## config.mk

```make
export PLATFORM = sky130hd
export DESIGN_NAME = wb_timer
export DESIGN_NICKNAME = d
export VERILOG_FILES = /design/src/rtl/wb_timer_defs.sv /design/src/rtl/wb_timer_core.sv /design/src/rtl/wb_timer.sv
export SDC_FILE = /design/constraint.sdc
export NUM_CORES = 1
export LEC_CHECK = 0
export CAP_MARGIN = 20
export CORE_ASPECT_RATIO = 1.2
export CORE_MARGIN = 2
export CORE_UTILIZATION = 37
export CTS_BUF_LIST = sky130_fd_sc_hd__clkbuf_2
export CTS_CLUSTER_DIAMETER = 100
export DETAILED_ROUTE_END_ITERATION = 16
export PLACE_DENSITY = 0.57
export SYNTH_ARGS = -nofsm -noshare
export SYNTH_HDL_FRONTEND = slang
export SYNTH_HIERARCHICAL = 1
export SYNTH_SLANG_ARGS = --single-unit
```

## constraint.sdc

```tcl
create_clock -name wb_clk_i -period 4.1 [get_ports wb_clk_i]
set_clock_uncertainty 0.05 [all_clocks]
set_input_delay 0.82 -clock wb_clk_i [delete_from_list [all_inputs] [get_ports wb_clk_i]]
set_output_delay 0.82 -clock wb_clk_i [all_outputs]
set_load 0.02 [all_outputs]
```

## src/rtl/wb_timer_defs.sv

```systemverilog
// Shared register map, CTRL bit positions and widths for the Wishbone timer,
// used by the RTL, firmware headers and the bench.
`timescale 1ns/1ps
package wb_timer_defs;
  localparam int DATA_W      = 32;
  localparam int PRESCALE_W  = 16;
  localparam int CTRL_W      = 3;

  localparam int CTRL_EN     = 0;
  localparam int CTRL_AUTO   = 1;
  localparam int CTRL_IRQ_EN = 2;
  localparam int STATUS_PEND = 0;

  // Word index decoded from adr[4:2]; indices 5-7 are unmapped.
  typedef enum logic [2:0] {
    REG_CTRL     = 3'd0,
    REG_LOAD     = 3'd1,
    REG_COUNT    = 3'd2,
    REG_STATUS   = 3'd3,
    REG_PRESCALE = 3'd4
  } reg_idx_e;

  function automatic logic [DATA_W-1:0] byte_merge(input logic [DATA_W-1:0] old,
                                                   input logic [DATA_W-1:0] wdata,
                                                   input logic [DATA_W/8-1:0] sel);
    logic [DATA_W-1:0] res;
    res = old;
    for (int b = 0; b < DATA_W/8; b++) begin
      if (sel[b]) res[b*8 +: 8] = wdata[b*8 +: 8];
    end
    return res;
  endfunction
endpackage

```

## src/rtl/wb_timer_core.sv

```systemverilog
// Prescaler and 32-bit down-counter; flags expiry when a tick finds COUNT at zero.
`timescale 1ns/1ps
module wb_timer_core
  import wb_timer_defs::*;
#(
  parameter logic [DATA_W-1:0] LOAD_RST = '0
) (
  input  logic                  clk,
  input  logic                  rst_n,
  input  logic                  en,
  input  logic                  auto_reload,
  input  logic [PRESCALE_W-1:0] prescale,
  input  logic [DATA_W-1:0]     load,
  input  logic                  count_we,
  input  logic [DATA_W-1:0]     count_wdata,
  output logic [DATA_W-1:0]     count,
  output logic                  expire
);
  logic [PRESCALE_W-1:0] pcnt;
  logic                  tick;

  // An equality compare means a PRESCALE lowered below pcnt waits for the 16-bit wrap.
  assign tick   = en && (pcnt == prescale);
  assign expire = tick && (count == '0);

  always_ff @(posedge clk or negedge rst_n) begin
    if (!rst_n) begin
      pcnt  <= '0;
      count <= LOAD_RST;
    end else begin
      if (!en || tick) pcnt <= '0;
      else             pcnt <= pcnt + 1'b1;

      // A bus write to COUNT overrides whatever the tick would have done.
      if (count_we) begin
        count <= count_wdata;
      end else if (tick) begin
        if (count != '0)      count <= count - 1'b1;
        else if (auto_reload) count <= load;
      end
    end
  end
endmodule

```

## src/rtl/wb_timer.sv

```systemverilog
// Wishbone classic timer: bus decode, register file and interrupt, around wb_timer_core.
`timescale 1ns/1ps
module wb_timer
  import wb_timer_defs::*;
#(
  parameter logic [PRESCALE_W-1:0] PRESCALE_RST = 16'h0000,
  parameter logic [DATA_W-1:0]     LOAD_RST     = 32'h0000_0000
) (
  input  logic              wb_clk_i,
  input  logic              wb_rst_ni,
  input  logic [DATA_W-1:0] wbs_adr_i,
  input  logic [DATA_W-1:0] wbs_dat_i,
  output logic [DATA_W-1:0] wbs_dat_o,
  input  logic              wbs_we_i,
  input  logic [3:0]        wbs_sel_i,
  input  logic              wbs_stb_i,
  input  logic              wbs_cyc_i,
  output logic              wbs_ack_o,
  output logic              irq_o
);
  logic [2:0]            addr;
  logic                  access, wr, rd, count_we, expire;
  logic [CTRL_W-1:0]     ctrl, ctrl_nxt;
  logic                  pend, pend_nxt;
  logic [DATA_W-1:0]     load, count, rdata;
  logic [PRESCALE_W-1:0] prescale;
  logic                  unused_adr;

  assign addr       = wbs_adr_i[4:2];
  assign unused_adr = ^{wbs_adr_i[DATA_W-1:5], wbs_adr_i[1:0]};
  // Gating on !ack makes every access exactly two cycles, even with stb held.
  assign access     = wbs_cyc_i & wbs_stb_i & ~wbs_ack_o;
  assign wr         = access & wbs_we_i;
  assign rd         = access & ~wbs_we_i;
  assign count_we   = wr && (addr == REG_COUNT);

  wb_timer_core #(.LOAD_RST(LOAD_RST)) core (
    .clk         (wb_clk_i),
    .rst_n       (wb_rst_ni),
    .en          (ctrl[CTRL_EN]),
    .auto_reload (ctrl[CTRL_AUTO]),
    .prescale    (prescale),
    .load        (load),
    .count_we    (count_we),
    .count_wdata (byte_merge(count, wbs_dat_i, wbs_sel_i)),
    .count       (count),
    .expire      (expire)
  );

  // Bus writes to CTRL beat the one-shot EN clear; a hardware PEND set beats W1C.
  always_comb begin
    ctrl_nxt = ctrl;
    pend_nxt = pend;
    if (expire && !ctrl[CTRL_AUTO]) ctrl_nxt[CTRL_EN] = 1'b0;
    if (wr && (addr == REG_CTRL) && wbs_sel_i[0]) ctrl_nxt = wbs_dat_i[CTRL_W-1:0];
    if (wr && (addr == REG_STATUS) && wbs_sel_i[0] && wbs_dat_i[STATUS_PEND]) pend_nxt = 1'b0;
    if (expire) pend_nxt = 1'b1;
  end

  always_comb begin
    rdata = '0;
    case (addr)
      REG_CTRL:     rdata = {{(DATA_W-CTRL_W){1'b0}}, ctrl};
      REG_LOAD:     rdata = load;
      REG_COUNT:    rdata = count;
      REG_STATUS:   rdata = {{(DATA_W-1){1'b0}}, pend};
      REG_PRESCALE: rdata = {{(DATA_W-PRESCALE_W){1'b0}}, prescale};
      default:      rdata = '0;
    endcase
  end

  always_ff @(posedge wb_clk_i or negedge wb_rst_ni) begin
    if (!wb_rst_ni) begin
      wbs_ack_o <= 1'b0;
      wbs_dat_o <= '0;
      irq_o     <= 1'b0;
      ctrl      <= '0;
      pend      <= 1'b0;
      load      <= LOAD_RST;
      prescale  <= PRESCALE_RST;
    end else begin
      wbs_ack_o <= access;
      wbs_dat_o <= rd ? rdata : '0;
      ctrl      <= ctrl_nxt;
      pend      <= pend_nxt;
      irq_o     <= pend_nxt & ctrl_nxt[CTRL_IRQ_EN];
      if (wr && (addr == REG_LOAD)) load <= byte_merge(load, wbs_dat_i, wbs_sel_i);
      if (wr && (addr == REG_PRESCALE)) begin
        if (wbs_sel_i[0]) prescale[7:0]  <= wbs_dat_i[7:0];
        if (wbs_sel_i[1]) prescale[15:8] <= wbs_dat_i[15:8];
      end
    end
  end
endmodule

```

Word level (Yosys, flattened, before mapping)
Cells that the tools add are included.
{"block": "classes", "add_sub_neg": 2, "n_eq_ne": 9, "muxes": 15, "n_bitwise": 7, "n_reduce_logical": 30}
{"op": "$mux 32", "count": 5}
{"op": "$pmux 32 s5", "count": 1}
{"op": "$logic_not 32->1", "count": 1}
{"op": "$mux 8", "count": 4}
{"op": "$reduce_bool 32->1", "count": 1}
{"op": "$sub 32x1->32 const B", "count": 1}
{"op": "$add 16x1->16 const B", "count": 1}
{"op": "$eq 16x16->1", "count": 1}
{"op": "$mux 16", "count": 1}
{"op": "$reduce_and 2->1", "count": 6}
{"op": "$reduce_and 3->1", "count": 4}
{"op": "$logic_and 1x1->1", "count": 11}
{"op": "$ne 2x2->1 const B", "count": 4}
{"op": "$eq 3x2->1 const B", "count": 2}
{"op": "$and 1x1->1", "count": 5}
{"op": "$reduce_bool 2->1", "count": 2}
{"op": "$eq 3x1->1 const B", "count": 1}
{"op": "$eq 3x3->1 const B", "count": 1}
{"op": "$logic_not 3->1", "count": 1}
{"op": "$mux 1", "count": 3}
{"op": "$mux 3", "count": 1}
{"op": "$reduce_bool 3->1", "count": 1}
{"op": "$logic_not 1->1", "count": 2}
{"op": "$not 1->1", "count": 2}
{"op": "$logic_or 1x1->1", "count": 1}
{"block": "word_totals", "register_bits": 134, "input_bits": 73, "out_inout_bits": 34, "word_cells": 81}

Depth between registers and ports, before layout
Gate-level depths: netlist (run 1).
{"block": "depth", "depth_word": 9, "mapped_depth": 12, "mapped_depth_nobuf": 10}

Cells and area by module
Netlist (run 1), hierarchy kept.
{"module": "wb_timer", "n_inst": 1, "cells_each": 314, "area_each_um2": 4145.2, "seq_area_each_um2": 2152.1}
{"module": "wb_timer_core", "n_inst": 1, "cells_each": 456, "area_each_um2": 3688.5, "seq_area_each_um2": 1201.2}

Worst setup path after synthesis (run 1)
No wires, ideal clock.
{"block": "synth_timing", "kind": "register to register", "startpoint": "reg core.count[0]", "endpoint": "reg irq_o", "setup_time_ps": 126, "t_arrival_ps": 2420, "t_required_ps": 3924, "slack_ps": 1504, "stages_incl_launch_ff": 13, "path_buffers": 2, "period_less_slack_ps": 2596, "path_cell_list": "dfrtp_1 > inv_1 > ha_1 > nor4b_1 > and4_1 > nand3_1 > buf_2 > clkbuf_1 > nor2_1 > nor4bb_1 > a21oi_1 > o21ai_0 > a21oi_1"}
{"block": "synth_between", "elab_chain_cells": 4}
{"element": "start, declared", "line": "wb_timer_core.sv:16", "text": "output logic [DATA_W-1:0] count,"}
{"element": "start signal, assigned", "line": "wb_timer_core.sv:36", "text": "count <= count_wdata;"}
{"element": "start signal, assigned", "line": "wb_timer_core.sv:38", "text": "if (count != '0) count <= count - 1'b1;"}
{"element": "start signal, assigned", "line": "wb_timer_core.sv:39", "text": "else if (auto_reload) count <= load;"}
{"element": "$logic_not 32->1", "line": "wb_timer_core.sv:24", "text": "assign expire = tick && (count == '0);"}
{"element": "$logic_and 1x1->1", "line": "wb_timer_core.sv:24"}
{"element": "net expire", "line": "wb_timer.sv:22", "text": "logic access, wr, rd, count_we, expire;"}
{"element": "$mux 1", "line": "wb_timer.sv:57", "text": "if (expire) pend_nxt = 1'b1;"}
{"element": "$and 1x1->1", "line": "wb_timer.sv:86", "text": "irq_o <= pend_nxt & ctrl_nxt[CTRL_IRQ_EN];"}
{"element": "end signal, assigned", "line": "wb_timer.sv:86"}
{"element": "end, declared", "line": "wb_timer.sv:19", "text": "output logic irq_o"}
The timed path passes the listed nets, and every way through them passes these cells.
A chain may end at the register's enable or synchronous reset.

Worst setup path in the final report (run 1)
Ends and elaborated chain as after synthesis.

==> results.sh, run 1 <==
export IMPL_number_of_buffers_added_by_the_clock_tree_synthesis_step=17
export IMPL_wire_per_inst_um=18.9
export IMPL_cts_resized=0
export IMPL_worst_endpoint_arrival_ns=3.59
export IMPL_rsz0062_at_grt="false"
export IMPL_grt_pass1_vias=6030
export IMPL_report_power_total_uw=3560
export IMPL_synth_sequential_area_ratio=0.428
export IMPL_synth_nets=846
export IMPL_htreeDepth=4
export IMPL_async_reset_ff_frac=1.00
export IMPL_clock_input_transition_at_the_sequential_cells_of_the_worst_setup_and_hold_paths_ns=0.20
export IMPL_global_route_overflow_total=0
export IMPL_initialDrtViolationCount=481
export IMPL_first_pass_grt_wire_length_um=33900
export IMPL_cp_required_ns=4.68
export IMPL_worstSetupPathType="reg2reg"
export IMPL_post_synth_inst_count=770
export IMPL_yosysWarnings=6
export IMPL_clock_sink_count=134
export IMPL_boundaryPins=107
export IMPL_number_of_drc_violations_after_detailed_routing=0
export IMPL_synth_flop_cell="dfrtp_1"
export IMPL_timing_max_transition_violations_final=0
export IMPL_postRouteWirelength_um=21000
export IMPL_placement_cell_area_um2=8830
export IMPL_slew_limit_headroom=0.473
export IMPL_synth_avg_cell_area_um2=10.2
export IMPL_cts_setup_buffers=0
export IMPL_number_of_failing_hold_endpoints_at_the_final_stage=0
export IMPL_design_die_area_um2=22400
export IMPL_hold_path_class="in2async"
export IMPL_dr_total_vias=6122
export IMPL_place_congestion=0.824
export IMPL_pin_count_of_the_biggest_net_entering_global_routing=78
export IMPL_tritoncts="yes"
export IMPL_share_of_post_route_cells_with_drive_strength_above_1=0.188
export IMPL_io_buffer_count=77
export IMPL_die_height_um=163
export IMPL_worst_path_max_fanout=38
export IMPL_synth_edff_count=0
export IMPL_vias_per_cell=5.49
export IMPL_max_freq_mhz=332
export IMPL_final_core_util=0.439
export IMPL_worst_skew_pair_later_pin_latency_ns=0.74
export IMPL_slew_at_the_pin_closest_to_its_max_slew_limit_ns=0.788
export IMPL_clock_tree_buffer_depth=2
export IMPL_library_cells_used_by_synthesis=75
export IMPL_holdBufCountCts=0
export IMPL_maxCapViolCount=0
export IMPL_fp_row_count=58
export IMPL_ant_nets=0
export IMPL_cts_root_buf="clkbuf_2"
export IMPL_hpwlAfterDp_um=14400
export IMPL_post_place_cells=1082
export IMPL_setup_worst_path_start_class="flip-flop"
export IMPL_final_instance_count_excl_fill=1115
export IMPL_fillers=2060
export IMPL_syn_cell_area_um2=7830
export IMPL_worst_ir_drop_vdd_mv=0.203
export IMPL_final_design_area_no_fill_um2=9170
export IMPL_drt_pre_antenna_iters=5
export IMPL_antenna_violations_before_repair=1
export IMPL_core_area_um2=20900
export IMPL_synthesis_stage_register_bit_count=134
export IMPL_outcome="completed"
export IMPL_die_x_um=137
export IMPL_total_leakage_power_uw=0.00372
export IMPL_finalNetCount=907
export IMPL_finalCritPeriodShare=0.735
export IMPL_grt_util_all_layers=0.198
export IMPL_power_density_nw_per_um2=388
export IMPL_fin_setup_tns_ns=0
export IMPL_endpoint_kind="flip-flop"
export IMPL_start_util=0.375
export IMPL_report_final_setup_viol=0
export IMPL_syn_to_final_growth_pct=17.1
export IMPL_final_min_clock_period_ns=3.01
## logic make-up (layout without fill, tap and decap cells)
group           count (synthesis)  count (layout)  share of synthesized area
xor+xnor                       29              29                     0.0324
flops                         134             134                      0.428
mux                            86              86                      0.138
buf+inv                        77             151                     0.0474
compound gates                175             175                      0.160
simple gates                  266             266                      0.189
other cells                     0               1                          0
fa+ha+maj                       3               3                    0.00479
## sequential cells by signal, indices dropped and copies added (netlist names)
signal	flops
core/pcnt	16
core/count	32
irq_o	1
prescale	16
ctrl	3
wbs_dat_o	32
load	32
wbs_ack_o	1
pend	1
## area by class of cell
cell class | count | area, um2 | area share
diodes | 1 | 2.50 | 0.000273
clock inverters | 14 | 255 | 0.0278
clock buffers | 18 | 90.1 | 0.00982
well taps | 270 | 338 | 0.0368
flip-flops and latches | 134 | 3350 | 0.366
inverters | 25 | 93.8 | 0.0102
repair buffers | 94 | 925 | 0.101
multi-input cells | 559 | 4120 | 0.449
## synthesized netlist by cell type (all sizes together), types with 20 or more instances
cell type / instances / area share
dfrtp: 134 / 0.43
clkbuf: 24 / 0.012
inv: 25 / 0.012
nor3: 20 / 0.015
nand2: 55 / 0.035
nor2: 87 / 0.042
mux2: 83 / 0.13
xnor2: 23 / 0.026
buf: 28 / 0.024
a21oi: 33 / 0.021
a22oi: 29 / 0.028
## critical path: stages, from the launching register on
cell	delay, ns
dfrtp_1	0.56
inv_1	0.12
ha_1	0.21
nor4b_1	0.16
and4_1	0.27
nand3_1	0.09
buf_4	0.38
nor2_1	0.17
nor4bb_1	0.49
a21oi_1	0.13
o21ai_0	0.17
a21oi_1	0.10
## report_power, final
group	internal, uW	switching [uW]
sequential	1470	261
combinational	376	343
clock	583	521
total	2430	1130
## worst paths after layout
check / startpoint / endpoint / cells after the start / slack, ns
setup / recovery: core/count[0]$_DFFE_PN0P_ / irq_o$_DFF_PN0_ / 11 / 1.09
hold / removal: wb_rst_ni / wbs_dat_o[18]$_DFF_PN0_ / 1 / 0.04
setup reg to reg: core/count[0]$_DFFE_PN0P_ / irq_o$_DFF_PN0_ / 11 / 1.09
hold reg to reg: wbs_ack_o$_DFF_PN0_ / wbs_ack_o$_DFF_PN0_ / 1 / 0.43
max in group asynchronous: wb_rst_ni / core/pcnt[14]$_DFF_PN0_ / 2 / 3.19
min in group wb_clk_i: wbs_ack_o$_DFF_PN0_ / wbs_ack_o$_DFF_PN0_ / 1 / 0.43
## layout by cell type, fill, tap and decap left out, types with 23 or more instances in the layout
cell	count
nor2_1	87
a21oi_1	33
xnor2_1	23
mux2_2	51
nand2_1	50
mux2_4	32
inv_1	25
clkdlybuf4s50_1	76
dfrtp_1	134
a22oi_1	29
## routing by layer
layer	vias up	wire [um]	track usage	part of all wire
li1	2968	-	-	-
met1	2971	9510	0.260	0.45
met2	152	10300	0.328	0.49
met3	31	755	0.0317	0.036
met4	0	425	0.0684	0.020
met5	-	0	0	0
## per-stage QoR
step           worst slack, ns  hold WS [ns]
3_3_place_gp             0.841         0.398
6_report                  1.09        0.0391
3_5_place_dp             0.801         0.412
4_1_cts                   1.14        0.0366
5_1_grt                  0.872        0.0318
2_1_floorplan             1.50         0.445
No activity file was read; power rests on OpenSTA's default activity.
==> run 2: changes to the inputs <==
==> constraint.sdc (replaced) <==
create_clock -name wb_clk_i -period 3.16 [get_ports wb_clk_i]
set_clock_uncertainty 0.05 [all_clocks]
set_input_delay 0.632 -clock wb_clk_i [delete_from_list [all_inputs] [get_ports wb_clk_i]]
set_output_delay 0.632 -clock wb_clk_i [all_outputs]
set_load 0.02 [all_outputs]
==> run 2 against run 1 <==
Global-route usage up 0.26 points. Total power up 26%. Sequential power up 29%. Non-clock buffer count up 17. Fmax up 10%. Critical path depth down 3. Largest cell class unchanged. Final area up 0.95%. Sequential share of layout area down 0.35 points.
==> results.sh, run 2 (same netlist as run 1, synthesis figures left out) <==
export IMPL_pwr_share_clk=0.285
export IMPL_setup_worst_path_start_class="flip-flop"
export IMPL_number_of_drc_violations_after_detailed_routing=0
export IMPL_switching_power_uw=1460
export IMPL_wire_per_inst_um=18.8
export IMPL_report_final_setup_viol=0
export IMPL_die_height_um=163
export IMPL_max_freq_mhz=365
export IMPL_tritoncts="yes"
export IMPL_antenna_violations_before_repair=1
export IMPL_timing_max_transition_violations_final=0
export IMPL_syn_to_final_growth_pct=18.2
export IMPL_dr_total_vias=6269
export IMPL_hpwlAfterDp_um=15100
export IMPL_grt_util_all_layers=0.200
export IMPL_slew_limit_headroom=0.358
export IMPL_maxCapViolCount=0
export IMPL_switching_share=0.328
export IMPL_ff2ff_setup_slack_ns=0.42
export IMPL_critPathCapture="core/count[28]$_DFFE_PN0P_"
export IMPL_cts_root_buf="clkbuf_2"
export IMPL_share_of_post_route_cells_with_drive_strength_above_1=0.204
export IMPL_drt_pre_antenna_iters=5
export IMPL_biggestRegsByFlops="core/count x32, load x32, wbs_dat_o x32"
export IMPL_number_of_buffers_added_by_the_clock_tree_synthesis_step=17
export IMPL_worst_r2r_startpoint="core/count[0]$_DFFE_PN0P_"
export IMPL_first_pass_grt_wire_length_um=34500
export IMPL_place_congestion=0.844
export IMPL_total_leakage_power_uw=0.00377
export IMPL_outcome="completed"
export IMPL_r2r_worst_path_cells=8
export IMPL_fin_setup_tns_ns=0
export IMPL_critical_path_startpoint="core/count[0]$_DFFE_PN0P_"
export IMPL_power_density_nw_per_um2=482
export IMPL_clock_input_transition_at_the_sequential_cells_of_the_worst_setup_and_hold_paths_ns=0.21
export IMPL_worst_skew_pair_later_pin_latency_ns=0.77
export IMPL_cp_cell_sequence="inv_1, ha_1, nor3b_1, nand4_1, nor3_1, or2_2, a21oi_1, o31ai_1"
export IMPL_vias_per_cell=5.53
export IMPL_finalCritPeriodShare=0.867
export IMPL_register_share_of_total_power=0.500
export IMPL_endpoint_kind="flip-flop"
export IMPL_worstSetupPathType="reg2reg"
export IMPL_die_x_um=137
export IMPL_global_route_overflow_total=0
export IMPL_crit_slowest_cell="dfrtp_1"
export IMPL_clock_sink_count=134
export IMPL_boundaryPins=107
export IMPL_final_core_util=0.443
export IMPL_cp_required_ns=3.77
export IMPL_ant_nets=0
export IMPL_crit_reg2reg_capture="core/count[28]$_DFFE_PN0P_"
export IMPL_grt_pass1_vias=6120
export IMPL_max_stage_delay_ns=0.51
export IMPL_design_die_area_um2=22400
export IMPL_crit_cells=8
export IMPL_core_area_um2=20900
export IMPL_worst_endpoint_arrival_ns=3.35
export IMPL_clock_tree_buffer_depth=2
export IMPL_final_min_clock_period_ns=2.74
export IMPL_critPathBufInv=1
export IMPL_fillers=2044
export IMPL_postRouteWirelength_um=21300
export IMPL_finalNetCount=924
export IMPL_slew_at_the_pin_closest_to_its_max_slew_limit_ns=0.961
export IMPL_report_power_total_uw=4460
export IMPL_layout_commonest_cell="dfrtp_1"
export IMPL_worst_ir_drop_vdd_mv=0.242
export IMPL_pin_count_of_the_biggest_net_entering_global_routing=63
export IMPL_internal_power_uw=3000
export IMPL_start_util=0.375
export IMPL_fp_row_count=58
export IMPL_combinational_cell_fraction_of_total_power=0.215
export IMPL_rsz0062_at_grt="false"
export IMPL_htreeDepth=4
export IMPL_io_buffer_count=77
export IMPL_path_delay_family="simple AND/OR/NAND/NOR gates"
export IMPL_most_common_layout_cells="dfrtp_1, nor2_1, clkdlybuf4s50_1"
export IMPL_initialDrtViolationCount=496
export IMPL_worst_path_max_fanout=11
export IMPL_hold_path_class="in2async"
export IMPL_number_of_failing_hold_endpoints_at_the_final_stage=0
run 2: worst reg2reg max path, delay by kind of cell, from the launching register on:
family	cells	cell delay [ns]
AND/OR/NAND/NOR	4	1.48
AO/OA/AOI/OAI	2	0.29
buffers and inverters	1	0.12
flip-flops	1	0.51
adder cells (fa/ha/maj)	1	0.19
run 2: how the worst min path moves through the flow:
stage | from | end | slack, ns | depth (start not counted)
after global routing | wb_rst_ni | load[15]$_DFFE_PN0P_ | 0.35 | 2
after CTS | wb_rst_ni | core/pcnt[12]$_DFF_PN0_ | 0.34 | 2
after detailed placement | wbs_ack_o$_DFF_PN0_ | wbs_ack_o$_DFF_PN0_ | 0.41 | 1
final | wb_rst_ni | core/count[12]$_DFFE_PN0P_ | 0.36 | 2
after floorplan | wb_rst_ni | core/count[0]$_DFFE_PN0P_ | 0.29 | 0
after global placement | wbs_ack_o$_DFF_PN0_ | wbs_ack_o$_DFF_PN0_ | 0.41 | 1
run 2: power groups by stage:
stage | clock network [uW] | logic [uW] | registers, uW
6_report | 1270 | 960 | 2230
5_1_grt | 1380 | 1060 | 2280
4_1_cts | 1310 | 971 | 2230
3_5_place_dp | 0 | 963 | 2260
3_3_place_gp | 0 | 954 | 2250
2_1_floorplan | 0 | 691 | 2160
run 2: through the flow:
step | setup WS [ns] | cells | instance area (um2) | hold slack, ns
after floorplan | 0.564 | 770 | 7830 | 0.286
after global placement | 0.460 | 1098 | 8950 | 0.405
after detailed placement | 0.439 | 1098 | 8950 | 0.406
after CTS | 0.400 | 1129 | 9250 | 0.339
after global routing | 0.183 | 1134 | 9260 | 0.350
final | 0.421 | 1134 | 9260 | 0.362
run 2: timing repair:
item | 4_1_cts | 5_1_grt
gates resized for setup | 0 | 0
hold buffers | 1 | 0
hold endpoints to repair | 60 | 0
buffers inserted | 0 | 0
setup endpoints to repair | 0 | 0
run 2: area by class of cell:
cell class | count | area (um2) | area share
clock inverters | 13 | 208 | 0.0224
diodes | 5 | 12.5 | 0.00135
repair buffers | 111 | 1050 | 0.114
flip-flops and latches | 134 | 3350 | 0.362
inverters | 25 | 93.8 | 0.0101
multi-input cells | 559 | 4120 | 0.444
well taps | 270 | 338 | 0.0365
clock buffers | 17 | 85.1 | 0.00919
run 2: routing by layer:
| layer | routed length [um] | global-route usage |
|---|---|---|
| met1 | 9570 | 0.267 |
| met2 | 10300 | 0.324 |
| met3 | 907 | 0.0388 |
| met4 | 536 | 0.0708 |
| met5 | 0 | 0 |
